==> src/rtl/merge_tree_selftest_pkg.sv <==
// Shared definitions for the MERGE_TREE self-test: FSM states, error codes,
// sentinel key and stall-injection LFSR constants.
package merge_tree_selftest_pkg;

    typedef enum logic [1:0] {
        ST_IDLE = 2'd0,
        ST_RUN  = 2'd1,
        ST_DONE = 2'd2,
        ST_FAIL = 2'd3
    } state_t;

    localparam logic [1:0] ERR_NONE     = 2'd0;
    localparam logic [1:0] ERR_MISMATCH = 2'd1;
    localparam logic [1:0] ERR_TIMEOUT  = 2'd2;
    localparam logic [1:0] ERR_CONFIG   = 2'd3;

    // Sliced down to KEYW at the point of use.
    localparam logic [63:0] SENTINEL_KEY = '1;

    localparam logic [15:0] LFSR_SEED = 16'hACE1;
    localparam logic [15:0] LFSR_TAPS = 16'hB400;

endpackage

==> src/rtl/merge_tree_selftest_lane.sv <==
// One input-lane record generator: key counter, per-lane record budget and
// sentinel switch. MERGE_TREE_SELFTEST_STALL_INJECT_EN adds an LFSR gap source.
module merge_tree_selftest_lane
    import merge_tree_selftest_pkg::*;
#(
    parameter int E_LOG = 2,
    parameter int KEYW  = 32,
    parameter int PAYW  = 32,
    parameter int DATW  = PAYW + KEYW,
    parameter int LANE  = 0
) (
    input  logic            CLK,
    input  logic            rst,
    input  logic            clr,
    input  logic            en,
    input  logic [31:0]     num_beats,
    output logic            gap,
    output logic [DATW-1:0] rec
);

    localparam int WAYS = 1 << E_LOG;

    logic            armed;
    logic [31:0]     sent;
    logic [KEYW-1:0] key;

    always_ff @(posedge CLK) begin
        if (rst) begin
            armed <= 1'b0;
            sent  <= '0;
            key   <= '0;
        end else if (clr) begin
            armed <= 1'b1;
            sent  <= '0;
            key   <= KEYW'(WAYS - LANE);
        end else if (en && (sent < num_beats)) begin
            sent <= sent + 32'd1;
            key  <= key + KEYW'(WAYS);
        end
    end

    // Key occupies the low KEYW bits, so the increment can never reach the payload.
    assign rec = !armed              ? '0 :
                 (sent >= num_beats) ? DATW'(SENTINEL_KEY[KEYW-1:0]) :
                                       (DATW'(key) | (DATW'(LANE + 1) << KEYW));

`ifdef MERGE_TREE_SELFTEST_STALL_INJECT_EN
    logic [15:0] lfsr;

    always_ff @(posedge CLK) begin
        if (rst || clr)
            lfsr <= LFSR_SEED ^ 16'(LANE);
        else if (armed)
            lfsr <= {1'b0, lfsr[15:1]} ^ (lfsr[0] ? LFSR_TAPS : 16'h0000);
    end

    assign gap = (lfsr[1:0] == 2'b00);
`else
    assign gap = 1'b0;
`endif

endmodule

==> src/rtl/merge_tree_selftest.sv <==
// Synthesisable stimulus generator and output checker for MERGE_TREE.
// Optional random lane gaps: define MERGE_TREE_SELFTEST_STALL_INJECT_EN.
module merge_tree_selftest
    import merge_tree_selftest_pkg::*;
#(
    parameter int E_LOG   = 2,
    parameter int KEYW    = 32,
    parameter int PAYW    = 32,
    parameter int DATW    = PAYW + KEYW,
    parameter int TIMEOUT = 1024
) (
    input  logic                        CLK,
    input  logic                        rst,
    input  logic                        start,
    input  logic [31:0]                 num_beats,
    output logic [DATW*(1<<E_LOG)-1:0]  tree_din,
    output logic [(1<<E_LOG)-1:0]       tree_dinen,
    input  logic [(1<<E_LOG)-1:0]       tree_ful,
    input  logic [DATW*(1<<E_LOG)-1:0]  tree_dot,
    input  logic                        tree_doten,
    output logic                        busy,
    output logic                        done,
    output logic                        fail,
    output logic [1:0]                  err_code,
    output logic [31:0]                 err_beat,
    output logic [31:0]                 beat_cnt
);

    localparam int WAYS = 1 << E_LOG;
    localparam logic [95:0] KEY_LIM = (96'd1 << KEYW) - 96'd1;

    state_t          state, state_nxt;
    logic [31:0]     nb_reg;
    logic [WAYS-1:0] stall;
    logic [WAYS-1:0] gap;
    logic [KEYW-1:0] base_key;
    logic [31:0]     wdog;
    logic            accept, cfg_bad, mismatch, lane_clr;

    always_comb begin
        accept   = start && (state != ST_RUN);
        cfg_bad  = (num_beats == 32'd0) || ((96'(num_beats) << E_LOG) >= KEY_LIM);
        // A beat arriving after the budget is spent is an error even if it looks right.
        mismatch = (beat_cnt >= nb_reg);
        for (int j = 0; j < WAYS; j++) begin
            if (tree_dot[DATW*j +: DATW] !=
                (DATW'(base_key + KEYW'(j + 1)) | (DATW'(WAYS - j) << KEYW)))
                mismatch = 1'b1;
        end
        state_nxt = state;
        if (accept) begin
            state_nxt = cfg_bad ? ST_FAIL : ST_RUN;
        end else if (state == ST_RUN) begin
            if (tree_doten) begin
                if (mismatch)
                    state_nxt = ST_FAIL;
                else if (beat_cnt + 32'd1 == nb_reg)
                    state_nxt = ST_DONE;
            end else if (wdog + 32'd1 == 32'(TIMEOUT)) begin
                state_nxt = ST_FAIL;
            end
        end
    end

    always_ff @(posedge CLK) begin
        if (rst) begin
            state    <= ST_IDLE;
            nb_reg   <= '0;
            stall    <= '0;
            base_key <= '0;
            wdog     <= '0;
            beat_cnt <= '0;
            err_code <= ERR_NONE;
            err_beat <= '0;
        end else begin
            state <= state_nxt;
            stall <= tree_ful;
            if (accept) begin
                nb_reg   <= num_beats;
                base_key <= '0;
                wdog     <= '0;
                beat_cnt <= '0;
                err_beat <= '0;
                err_code <= cfg_bad ? ERR_CONFIG : ERR_NONE;
            end else if (state == ST_RUN) begin
                if (tree_doten) begin
                    wdog     <= '0;
                    beat_cnt <= beat_cnt + 32'd1;
                    base_key <= base_key + KEYW'(WAYS);
                    if (mismatch) begin
                        err_code <= ERR_MISMATCH;
                        err_beat <= beat_cnt;
                    end
                end else begin
                    wdog <= wdog + 32'd1;
                    if (wdog + 32'd1 == 32'(TIMEOUT))
                        err_code <= ERR_TIMEOUT;
                end
            end
        end
    end

    // Enables follow the full flags one cycle late, matching the coupler timing.
    assign tree_dinen = (state == ST_RUN) ? (~stall & ~gap) : '0;
    assign lane_clr   = accept && !cfg_bad;
    assign busy       = (state == ST_RUN);
    assign done       = (state == ST_DONE);
    assign fail       = (state == ST_FAIL);

    for (genvar i = 0; i < WAYS; i++) begin : g_lane
        merge_tree_selftest_lane #(
            .E_LOG (E_LOG),
            .KEYW  (KEYW),
            .PAYW  (PAYW),
            .DATW  (DATW),
            .LANE  (i)
        ) u_lane (
            .CLK       (CLK),
            .rst       (rst),
            .clr       (lane_clr),
            .en        (tree_dinen[i]),
            .num_beats (nb_reg),
            .gap       (gap[i]),
            .rec       (tree_din[DATW*i +: DATW])
        );
    end

endmodule

==> config.mk <==
export PLATFORM = sky130hd
export DESIGN_NAME = merge_tree_selftest
export DESIGN_NICKNAME = d
export VERILOG_FILES = /design/src/rtl/merge_tree_selftest_pkg.sv /design/src/rtl/merge_tree_selftest_lane.sv /design/src/rtl/merge_tree_selftest.sv
export SDC_FILE = /design/constraint.sdc
export NUM_CORES = 1
export LEC_CHECK = 0
export ABC_CLOCK_PERIOD_IN_PS = 6860
export CAP_MARGIN = 20
export CORE_MARGIN = 2
export CORE_UTILIZATION = 40
export DETAILED_ROUTE_END_ITERATION = 7
export GPL_ROUTABILITY_DRIVEN = 0
export PLACE_DENSITY_LB_ADDON = 0.25
export RECOVER_POWER = 25
export SLEW_MARGIN = 20
export SYNTH_ARGS = -nofsm -noshare
export SYNTH_HDL_FRONTEND = slang
export SYNTH_SLANG_ARGS = --single-unit
==> constraint.sdc <==
create_clock -name CLK -period 6.86 [get_ports CLK]
set_clock_uncertainty 0.05 [all_clocks]
set_input_delay 2.058 -clock CLK [delete_from_list [all_inputs] [get_ports CLK]]
set_output_delay 2.058 -clock CLK [all_outputs]
set_load 0.01 [all_outputs]
==> flow_summary.yaml <==
power_and_ir_drop:
  powerDensity_nw_per_um2: 172
  irDropWorstVdd_mv: 0.176
  leakage_uw: 0.0128
grt:
  antenna_found_initial: 10
  grt_max_degree: 75
  grt_pass1_wl_um: 156000
  grt_pass1_vias: 26300
  grt_remaining_overflow: 0
  grt_usage_pct: 26.7
worst_setup_path:
  required_ns: 4.75
  rr_startpoint: "base_key[2]"
  path_delay_family: "compound AO/OA/AOI/OAI gates"
  crit_chain: "inv_1, buf_4, ha_1, nor2b_1, o21a_1, o21ai_1, a21oi_1, o31a_1, o21ai_1, buf_4, and2_1, nand2_2, o21a_1, clkdlybuf4s50_1"
  cp-startpoint: "nb_reg[1]"
  path_max_fanout: 17
  start_kind: "register"
  crit_path_top_delay_cell: "and2_1"
  cp-end-kind: "output port"
  crit_buf_inv: 4
  rr_worst_depth: 11
  cp.depth: 14
  rrSetupSlack_ns: 2.04
  slowest_delay_ns: 0.52
  rr_endpoint: "err_beat[4]"
  crit_end: "tree_din[71]"
  cp.arrival_ns: 4.29
  worst-setup-path-type: "reg2out"
clock_network:
  clk_latency_ns: 0.61
  clk_pin_slew_ns: 0.06
  cts_tree: "done"
  h-tree-depth: 2
  clkSinkCount: 416
  cts_buffers: 49
  clock-root-buffer: "clkbuf_16"
  max-clock-path-buffers: 3
  post_cts_buffers: 0
floorplanning:
  die_w_um: 271
  row_count: 98
  start_util_pct: 40.2
  fp.dieArea_um2: 73600
  io_pins: 625
  core-area_um2: 71100
  chipHeight_um: 271
detailed_routing:
  routed_wl_um: 104000
  drc_errors: 0
  drt_iter0_drc: 2284
  routed_via_density: 5.76
  detail_route.wl_per_cell_um: 20.6
  vias: 29000
  ant_nets: 0
  first_pass_iters: 5
logic_synthesis:
  postSynth.asyncResetShare_pct: 0
  synth_area_um2: 28600
  avgSynthCellArea_um2: 7.72
  yosysUniqueCellTypes: 91
  yosysSeqAreaShare_pct: 29.1
  synth_edf_count: 0
  netlist_instances: 3702
  synth_ff_type: "dfxtp_1"
  synth-seq-cells: 416
  ys.warnings.count: 0
cells_and_area:
  post-route-util_pct: 49.7
  regArea_um2: 8330
  areaGrowthSynthToFinish_pct: 23.6
  nNetsFinal: 4511
  fillers: 6949
  multiInputGateArea_um2: 18400
  largest_reg_flops: 128
  reg_top3: "g_lane.u_lane.sent: 128 flops, g_lane.u_lane.key: 122 flops"
  top_register: "g_lane.u_lane.sent"
  stdcell_count: 5037
  drive_gt1_share_pct: 4.22
timing:
  worst_pin_slew_ns: 2.39
  setup_violations: 0
  hold_slack_ns: 0.404
  relSlewSlack_pct: -59.6
  clock.fmax_mhz: 156
  finalCritPeriodShare_pct: 93.2
  slew_violations: 74
  hold_viol: 0
  rsz0062_at_grt: "no"
  period_needed_ns: 6.40
  setup_tns_ns: 0
placement:
  dp_cells: 4943
  io_buffers: 501
  hpwl_um: 77500
outcome:
  violations: "capacitance limit, slew limit"
  status: "finished with violations"
worst_hold_path:
  hold_path_class: "reg2reg"
flow_run:
  drv_cap: 3
-- synthesized netlist by cell type, types with 76 or more instances --
master,number,area share [%]
a21oi_1,344,6.0
buf_4,141,3.7
clkbuf_1,191,2.5
dfxtp_1,416,29
ha_1,171,7.5
inv_1,103,1.4
nand2_1,307,4.0
nand3_1,158,2.8
nand4_1,156,3.4
nor2_1,208,2.7
nor4_1,76,1.7
o21a_1,113,3.0
o21ai_0,262,4.6
or3_1,143,3.1
xnor2_1,113,3.5
xor2_1,83,2.5
-- stage by stage --
step           cell area [um2]  setup WS [ns]  power (uW)
5_1_grt                  35300          0.156        6290
3_5_place_dp             33600          0.906        3340
2_1_floorplan            29100           1.79        2990
6_report                 35300          0.463        6080
3_3_place_gp             33600          0.993        3330
4_1_cts                  35300          0.255        6130
-- how the worst min path moves through the flow --
stage,from,slack [ns],cells past startpoint,to
finish,nb_reg[3],0.40,2,nb_reg[3]
detailed placement,nb_reg[10],0.40,2,nb_reg[10]
CTS,nb_reg[3],0.41,2,nb_reg[3]
floorplan,nb_reg[10],0.39,2,nb_reg[10]
global placement,nb_reg[3],0.40,2,nb_reg[3]
global route,nb_reg[3],0.42,2,nb_reg[3]
-- cell families (layout without fill, tap and decap cells) --
| logic type | after synthesis | after routing | share of synthesized area [%] |
|---|---|---|---|
| fa+ha+maj | 171 | 171 | 7.48 |
| simple gates | 1416 | 1416 | 26.9 |
| buf+inv | 476 | 732 | 8.35 |
| compound gates | 1007 | 1007 | 21.4 |
| xor+xnor | 197 | 197 | 6.08 |
| other cells | 1 | 130 | 0.0131 |
| mux | 18 | 18 | 0.639 |
| flops | 416 | 416 | 29.1 |
-- worst reg2reg max path, cell delays in order (launching register included) --
cell and delay [ns]:
dfxtp_1 0.61, ha_1 0.35, and3_1 0.32, nand3_1 0.16, nor4_1 0.67, xor2_1 0.14
a2111oi_0 0.86, and4_1 0.34, nand4b_1 0.49, buf_4 0.44, nand3_1 0.14, a21oi_1 0.07
-- placed cells by master (no fill, tap or decap), types with 44 or more instances in the layout --
master / count
xnor2_1: 113
nand4_1: 156
conb_1: 123
o21ai_0: 262
a21oi_1: 344
or3_1: 143
o21a_1: 113
clkdlybuf4s50_1: 456
nor2_1: 207
o31ai_1: 66
nor3_1: 56
inv_1: 103
or4_1: 60
nand2_1: 305
ha_1: 171
xor2_1: 83
nand3_1: 158
nor4_1: 75
a21o_1: 56
clkbuf_16: 51
and3_1: 67
dfxtp_1: 415
dlygate4sd3_1: 44
-- metal layers --
| layer | vias to the layer above | GRT usage (%) | routed length, um |
|---|---|---|---|
| li1 | 14100 | - | - |
| met1 | 13700 | 34.7 | 44000 |
| met2 | 1117 | 44.6 | 48200 |
| met3 | 183 | 4.47 | 7790 |
| met4 | 2 | 9.60 | 3590 |
| met5 | - | 0 | 13 |
-- cell type report --
class / count / area share, %
sequential: 416 / 23.6
antenna: 7 / 0.0496
tap: 950 / 3.36
inverter: 104 / 1.10
clock inverter: 12 / 0.542
multi-input combinational: 2932 / 52.0
clock buffer: 75 / 4.26
timing repair buffer: 541 / 15.1
-- report_power, final --
part / total, uW / switching, uW / internal [uW]
logic: 817 / 478 / 339
registers: 2480 / 35.8 / 2440
clock network: 2790 / 1100 / 1690
total: 6080 / 1610 / 4470
-- repair_timing --
item / 4_1_cts / 5_1_grt
endpoints found under the hold margin: 0 / 0
endpoints found under the setup margin: 0 / 17
gates resized for setup: 0 / 1
hold buffers: 0 / 0
(Power assumes the default switching activity.)
